$ cat src/rtl/cnn_pkg.sv
// cnn_pkg: shared FSM encoding, Q-format constants and saturation helper for the CNN datapath
package cnn_pkg;
   typedef enum logic [2:0] {IDLE, LOAD, MAC, SCALE, DONE} state_t;
   localparam int Q_FRAC = 12;
   localparam int Q_OUT_W = 16;
   function automatic logic signed [63:0] sat_s(input logic signed [63:0] v, input int width);
      logic signed [63:0] hi, lo;
      hi = (64'sd1 <<< (width - 1)) - 64'sd1;
      lo = -(64'sd1 <<< (width - 1));
      return v > hi ? hi : (v < lo ? lo : v);
   endfunction
endpackage

$ cat src/rtl/fc_layer_ctrl_if.sv
// fc_layer_ctrl_if: feature handshake, weight write port and result bus of the FC sequencer
interface fc_layer_ctrl_if #(parameter int N_IN = 4, DW = 13, WW = 13, OUT_W = 16);
   logic start, feat_valid, feat_ready, wt_we, busy, out_valid, done;
   logic signed [DW-1:0] feat_data;
   logic [$clog2(N_IN)-1:0] wt_addr;
   logic signed [WW-1:0] wt_data;
   logic signed [OUT_W-1:0] out_data;
   modport master(output start, feat_valid, feat_data, wt_we, wt_addr, wt_data,
                  input feat_ready, busy, out_valid, out_data, done);
   modport slave(input start, feat_valid, feat_data, wt_we, wt_addr, wt_data,
                 output feat_ready, busy, out_valid, out_data, done);
endinterface

$ cat src/rtl/mac_unit.sv
// mac_unit: registered signed multiply-accumulate with synchronous clear
module mac_unit #(parameter int DW = 13, WW = 13, ACC_W = 32) (
   input  logic                    clk,
   input  logic                    rst,
   input  logic                    clr,
   input  logic                    en,
   input  logic signed [DW-1:0]    a,
   input  logic signed [WW-1:0]    b,
   output logic signed [ACC_W-1:0] acc
);
   always_ff @(posedge clk) begin
      if (rst || clr) acc <= '0;
      else if (en) acc <= acc + ACC_W'(a) * ACC_W'(b);
   end
endmodule

$ cat src/rtl/fc_layer_ctrl.sv
// fc_layer_ctrl: fully-connected layer sequencer with a shared MAC and a run-time weight bank
module fc_layer_ctrl import cnn_pkg::*; #(
   parameter int N_IN = 4, DW = 13, WW = 13, ACC_W = 32, OUT_W = Q_OUT_W, FRAC = Q_FRAC
) (
   input logic clk,
   input logic rst,
   fc_layer_ctrl_if.slave bus
);
   localparam int AW = $clog2(N_IN);
   state_t state;
   logic [AW-1:0] cnt, idx;
   logic signed [DW-1:0] fbuf [N_IN];
   logic signed [WW-1:0] w [N_IN];
   logic signed [ACC_W-1:0] acc;
   logic signed [ACC_W+FRAC-1:0] scaled;
   logic go;
   assign go = bus.start && (state == IDLE || state == DONE);
   assign scaled = (ACC_W+FRAC)'(acc) <<< FRAC;
   mac_unit #(.DW(DW), .WW(WW), .ACC_W(ACC_W)) u_mac (
      .clk(clk), .rst(rst), .clr(go), .en(state == MAC),
      .a(fbuf[idx]), .b(w[idx]), .acc(acc)
   );
   always_ff @(posedge clk) begin
      if (rst) begin
         state <= IDLE;
         cnt <= '0;
         idx <= '0;
         bus.feat_ready <= 1'b0;
         bus.busy <= 1'b0;
         bus.out_valid <= 1'b0;
         bus.done <= 1'b0;
         bus.out_data <= '0;
         for (int i = 0; i < N_IN; i++) begin
            w[i] <= i == 0 ? WW'(1) : '1;
            fbuf[i] <= '0;
         end
      end else begin
         bus.out_valid <= 1'b0;
         case (state)
            IDLE, DONE: begin
               // write precedes start so a same-edge write feeds this inference
               if (bus.wt_we && 32'(bus.wt_addr) < N_IN) w[bus.wt_addr] <= bus.wt_data;
               if (bus.start) begin
                  state <= LOAD;
                  cnt <= '0;
                  idx <= '0;
                  bus.feat_ready <= 1'b1;
                  bus.busy <= 1'b1;
                  bus.done <= 1'b0;
               end
            end
            LOAD: if (bus.feat_valid) begin
               fbuf[cnt] <= bus.feat_data;
               cnt <= cnt + 1'b1;
               if (cnt == AW'(N_IN - 1)) begin
                  state <= MAC;
                  idx <= '0;
                  bus.feat_ready <= 1'b0;
               end
            end
            MAC: begin
               idx <= idx + 1'b1;
               if (idx == AW'(N_IN - 1)) state <= SCALE;
            end
            SCALE: begin
               bus.out_data <= OUT_W'(sat_s(64'(scaled), OUT_W));
               bus.out_valid <= 1'b1;
               bus.busy <= 1'b0;
               bus.done <= 1'b1;
               state <= DONE;
            end
            default: state <= IDLE;
         endcase
      end
   end
endmodule

$ cat src/flat_wrapper.sv
// flat-port wrapper written by rule: the top's interface ports become plain ports
module fc_layer_ctrl_flat import cnn_pkg::*;
#(
   parameter int N_IN = 4, DW = 13, WW = 13, ACC_W = 32, OUT_W = Q_OUT_W, FRAC = Q_FRAC
)
  (clk, rst, bus_start, bus_feat_valid, bus_feat_data, bus_wt_we, bus_wt_addr, bus_wt_data, bus_feat_ready, bus_busy, bus_out_valid, bus_out_data, bus_done);
  fc_layer_ctrl_if #(.N_IN(N_IN), .DW(DW), .WW(WW), .OUT_W(OUT_W)) bus_i ();
  input logic clk;
  input logic rst;
  input wire logic [$bits(bus_i.start)-1:0] bus_start;
  input wire logic [$bits(bus_i.feat_valid)-1:0] bus_feat_valid;
  input wire logic [$bits(bus_i.feat_data)-1:0] bus_feat_data;
  input wire logic [$bits(bus_i.wt_we)-1:0] bus_wt_we;
  input wire logic [$bits(bus_i.wt_addr)-1:0] bus_wt_addr;
  input wire logic [$bits(bus_i.wt_data)-1:0] bus_wt_data;
  output wire logic [$bits(bus_i.feat_ready)-1:0] bus_feat_ready;
  output wire logic [$bits(bus_i.busy)-1:0] bus_busy;
  output wire logic [$bits(bus_i.out_valid)-1:0] bus_out_valid;
  output wire logic [$bits(bus_i.out_data)-1:0] bus_out_data;
  output wire logic [$bits(bus_i.done)-1:0] bus_done;
  assign bus_i.start = bus_start;
  assign bus_i.feat_valid = bus_feat_valid;
  assign bus_i.feat_data = bus_feat_data;
  assign bus_i.wt_we = bus_wt_we;
  assign bus_i.wt_addr = bus_wt_addr;
  assign bus_i.wt_data = bus_wt_data;
  assign bus_feat_ready = bus_i.feat_ready;
  assign bus_busy = bus_i.busy;
  assign bus_out_valid = bus_i.out_valid;
  assign bus_out_data = bus_i.out_data;
  assign bus_done = bus_i.done;
  fc_layer_ctrl #(.N_IN(N_IN), .DW(DW), .WW(WW), .ACC_W(ACC_W), .OUT_W(OUT_W), .FRAC(FRAC)) u_core (.clk(clk), .rst(rst), .bus(bus_i));
endmodule
$ cat config.mk
export PLATFORM = sky130hd
export DESIGN_NAME = fc_layer_ctrl_flat
export DESIGN_NICKNAME = d
export VERILOG_FILES = /design/src/rtl/cnn_pkg.sv /design/src/rtl/fc_layer_ctrl_if.sv /design/src/rtl/mac_unit.sv /design/src/rtl/fc_layer_ctrl.sv /design/src/flat_wrapper.sv
export SDC_FILE = /design/constraint.sdc
export NUM_CORES = 1
export LEC_CHECK = 0
export CORE_UTILIZATION = 45
export DETAILED_ROUTE_END_ITERATION = 16
export GPL_TIMING_DRIVEN = 0
export PLACE_DENSITY_LB_ADDON = 0.2
export SLEW_MARGIN = 20
export SYNTH_ARGS = -nofsm -noshare
export SYNTH_HDL_FRONTEND = slang
export SYNTH_SLANG_ARGS = --single-unit
$ cat constraint.sdc
create_clock -name clk -period 15.27 [get_ports clk]
set_input_delay 4.581 -clock clk [delete_from_list [all_inputs] [get_ports clk]]
set_output_delay 4.581 -clock clk [all_outputs]
set_load 0.05 [all_outputs]
==> impl_metrics.env <==
export IMPL_status="finished clean"
export IMPL_place_congestion=0.8657
export IMPL_crit_required_ns=15.56
export IMPL_htree_levels=4
export IMPL_wl_um=38180
export IMPL_clock_root_buffer="clkbuf_16"
export IMPL_synth_area_top_cells="fa_1 (29%), edfxtp_1 (20%), inv_1 (7.9%)"
export IMPL_row_count=67
export IMPL_critPathKind="register to register"
export IMPL_synthesis_area_um2=15490
export IMPL_num_antenna_cells=0
export IMPL_crit_slowest_cell="fa_1"
export IMPL_port_buffers=51
export IMPL_area_growth_pct=10.74
export IMPL_io_pins=53
export IMPL_power_density_nw_per_um2=129.6
export IMPL_ctsLongestPathBuffers=2
export IMPL_fin_worst_skew_ns=0.01150
export IMPL_ys_ff_latch=154
export IMPL_irDropWorstVdd_mv=0.1017
export IMPL_worstSkewPairLatency_ns=0.45
export IMPL_critical_path_top_delay_family="adder cells"
export IMPL_period_share_pct=55.41
export IMPL_post_dp_cell_area_um2=16560
export IMPL_critical_path_cell_chain="buf_2 > clkbuf_1 > mux4_2 > clkbuf_1 > nand2_1 > fa_1 > fa_1 > fa_1 > inv_1 > fa_1 > fa_1 > inv_1 > fa_1 > inv_1 > ha_1 > nand4_1 > nor3_1 > o2111ai_1 > nand4_1 > a41oi_2 > o21bai_1 > mux2i_1 > a41oi_1"
export IMPL_syn_inst=1519
export IMPL_cts_tree="yes"
export IMPL_finalHoldViolations=0
export IMPL_clk_pin_slew_ns=0.07
export IMPL_antenna_found_initial=1
export IMPL_drt_initial_drc_count=784
export IMPL_grt_pass1_wl_um=62450
export IMPL_synth_ff_type="edfxtp_1"
export IMPL_grt_overflow=0
export IMPL_hold_path_class="register to register"
export IMPL_cts_made_buffers=17
export IMPL_cap_viol_max_count=0
export IMPL_synthArstFlopShare_pct=0
export IMPL_timing_fmax_ghz=0.1182
export IMPL_final_cell_mix="inv_1 (324), fa_1 (224), and2_1 (151)"
export IMPL_ys_warn_count=0
export IMPL_setup_tns_ns=0
export IMPL_fin_nets=1940
export IMPL_drcViolationCount=0
export IMPL_holdBufCountCts=0
export IMPL_layout_commonest_cell="inv_1"
export IMPL_arrival_ns=8.75
export IMPL_cpMostUsedCell="fa_1"
export IMPL_rsz0062_at_grt="false"
export IMPL_die_area_um2=35160
export IMPL_fill_cells=3183
export IMPL_syn_num_nets=1870
export IMPL_hpwl_um=31150
export IMPL_clock_sinks=154
export IMPL_report_final_slew_viol_count=0
export IMPL_synth_edff_count=104
export IMPL_path_buf_inv=6
export IMPL_grt_pass1_vias=11400
export IMPL_tightest_slew_ns=1.142
export IMPL_cp_slowest_stage_delay_ns=0.74
export IMPL_synth_top_cell_by_area="fa_1"
export IMPL_drtPass1Iterations=5
export IMPL_cts_resized=0
export IMPL_setup_viol=0
export IMPL_slew_headroom_pct=23.09
export IMPL_drive_above_1_share_pct=6.996
export IMPL_min_period_ns=8.461
export IMPL_syn_area_per_cell_um2=10.20
export IMPL_end_kind="register"
export IMPL_die_width_um=187.5
export IMPL_die_h_um=187.5
export IMPL_antenna_left=0
export IMPL_netlist_area_leader_share_pct=29.08
export IMPL_leakage_uw=0.007532
export IMPL_core_area_um2=33700
export IMPL_grt_max_degree=19
export IMPL_crit_fanout=10
export IMPL_grtUsageTotal_pct=23.38
export IMPL_crit_path_start_kind="register"
export IMPL_stdcell_area_um2=17150
export IMPL_avgRoutedWirePerCell_um=18.63
export IMPL_post_cts_buffers=0
export IMPL_initial_core_util_pct=45.96
export IMPL_num_vias=10640
export IMPL_ys_seq_area_share_pct=26.63
export IMPL_vias_per_cell=5.192
export IMPL_synth_cell_types=59
## sequential cells by signal, indices dropped and copies added (netlist names), named ones only
name                   count
u_core.w                  52
u_core.u_mac.acc          32
u_core.bus.feat_ready      1
u_core.bus.busy            1
u_core.bus.out_data        5
u_core.cnt                 2
u_core.idx                 2
u_core.fbuf               52
u_core.bus.done            1
u_core.state               3
u_core.bus.out_valid       1
## stage by stage
stage          setup slack [ns]  hold WS [ns]  total power, uW  std cells  utilization (%)
2_1_floorplan             8.347        0.4541             1499       1519                -
4_1_cts                   6.816        0.4686             2244       2049            50.89
6_report                  6.809        0.4692             2223       2049            50.89
3_5_place_dp              6.849        0.4492             1805       2018            49.15
3_3_place_gp              6.581        0.4385             1786       2018            49.13
5_1_grt                   6.377        0.4940             2442       2049            50.89
## cell type report
type | count | area, um2 | area share (%)
Buffer | 69 | 311.5 | 1.817
Clock buffer | 17 | 425.4 | 2.480
Clock inverter | 14 | 160.2 | 0.9338
Inverter | 325 | 1220 | 7.113
Multi-Input combinational cell | 971 | 9838 | 57.36
Sequential cell | 154 | 4124 | 24.05
Tap cell | 448 | 560.5 | 3.268
Timing Repair Buffer | 51 | 510.5 | 2.977
## cells by family (layout without fill, tap and decap cells)
| kind of cell | count (synthesis) | in the layout | synth area share [%] |
|---|---|---|---|
| buffers and inverters | 394 | 476 | 9.889 |
| AOI/OAI and AO/OA | 135 | 135 | 5.631 |
| DFF | 154 | 154 | 26.63 |
| xor gates and xnor gates | 29 | 29 | 1.785 |
| and+or+nand+nor | 460 | 460 | 15.54 |
| muxes | 29 | 29 | 3.926 |
| adders and majority gates | 318 | 318 | 36.60 |
## where the power goes
group / switching [uW] / total [uW] / internal [uW] / leakage (uW)
registers: 3.50 / 460 / 457 / 0.00138
clock network: 191 / 435 / 244 / 0.000288
logic: 795 / 1330 / 533 / 0.00586
total: 990 / 2220 / 1230 / 0.00753
## cells in the mapped netlist, types with 13 or more instances
cell	n
a21oi_1	53
and2_1	151
clkbuf_1	49
dfxtp_1	50
edfxtp_1	104
fa_1	225
ha_1	93
inv_1	324
mux4_2	24
nand2_1	134
nand3_1	16
nand4_1	16
nor2_1	47
nor3_1	14
nor4_1	13
o21ai_0	16
or2_2	30
or3_1	14
xnor2_1	19
## metal layers
| layer | up-vias | share of wire [%] | GRT usage (%) |
|---|---|---|---|
| met2 | 256 | 49 | 39.56 |
| met4 | 0 | 2.0 | 6.567 |
| li1 | 4919 | - | - |
| met3 | 42 | 5.1 | 2.770 |
| met1 | 5421 | 43 | 31.77 |
| met5 | - | 0 | 0 |
## final timing paths
check / from / end / slack [ns] / cells past startpoint
setup / recovery: register / u_core.u_mac.acc[31] / 6.81 / 23
setup reg to reg: register / u_core.u_mac.acc[31] / 6.81 / 23
hold reg to reg: u_core.bus.done / u_core.bus.done / 0.47 / 1
hold / removal: u_core.bus.done / u_core.bus.done / 0.47 / 1
Note: power is estimated with default switching activity, not from simulation.
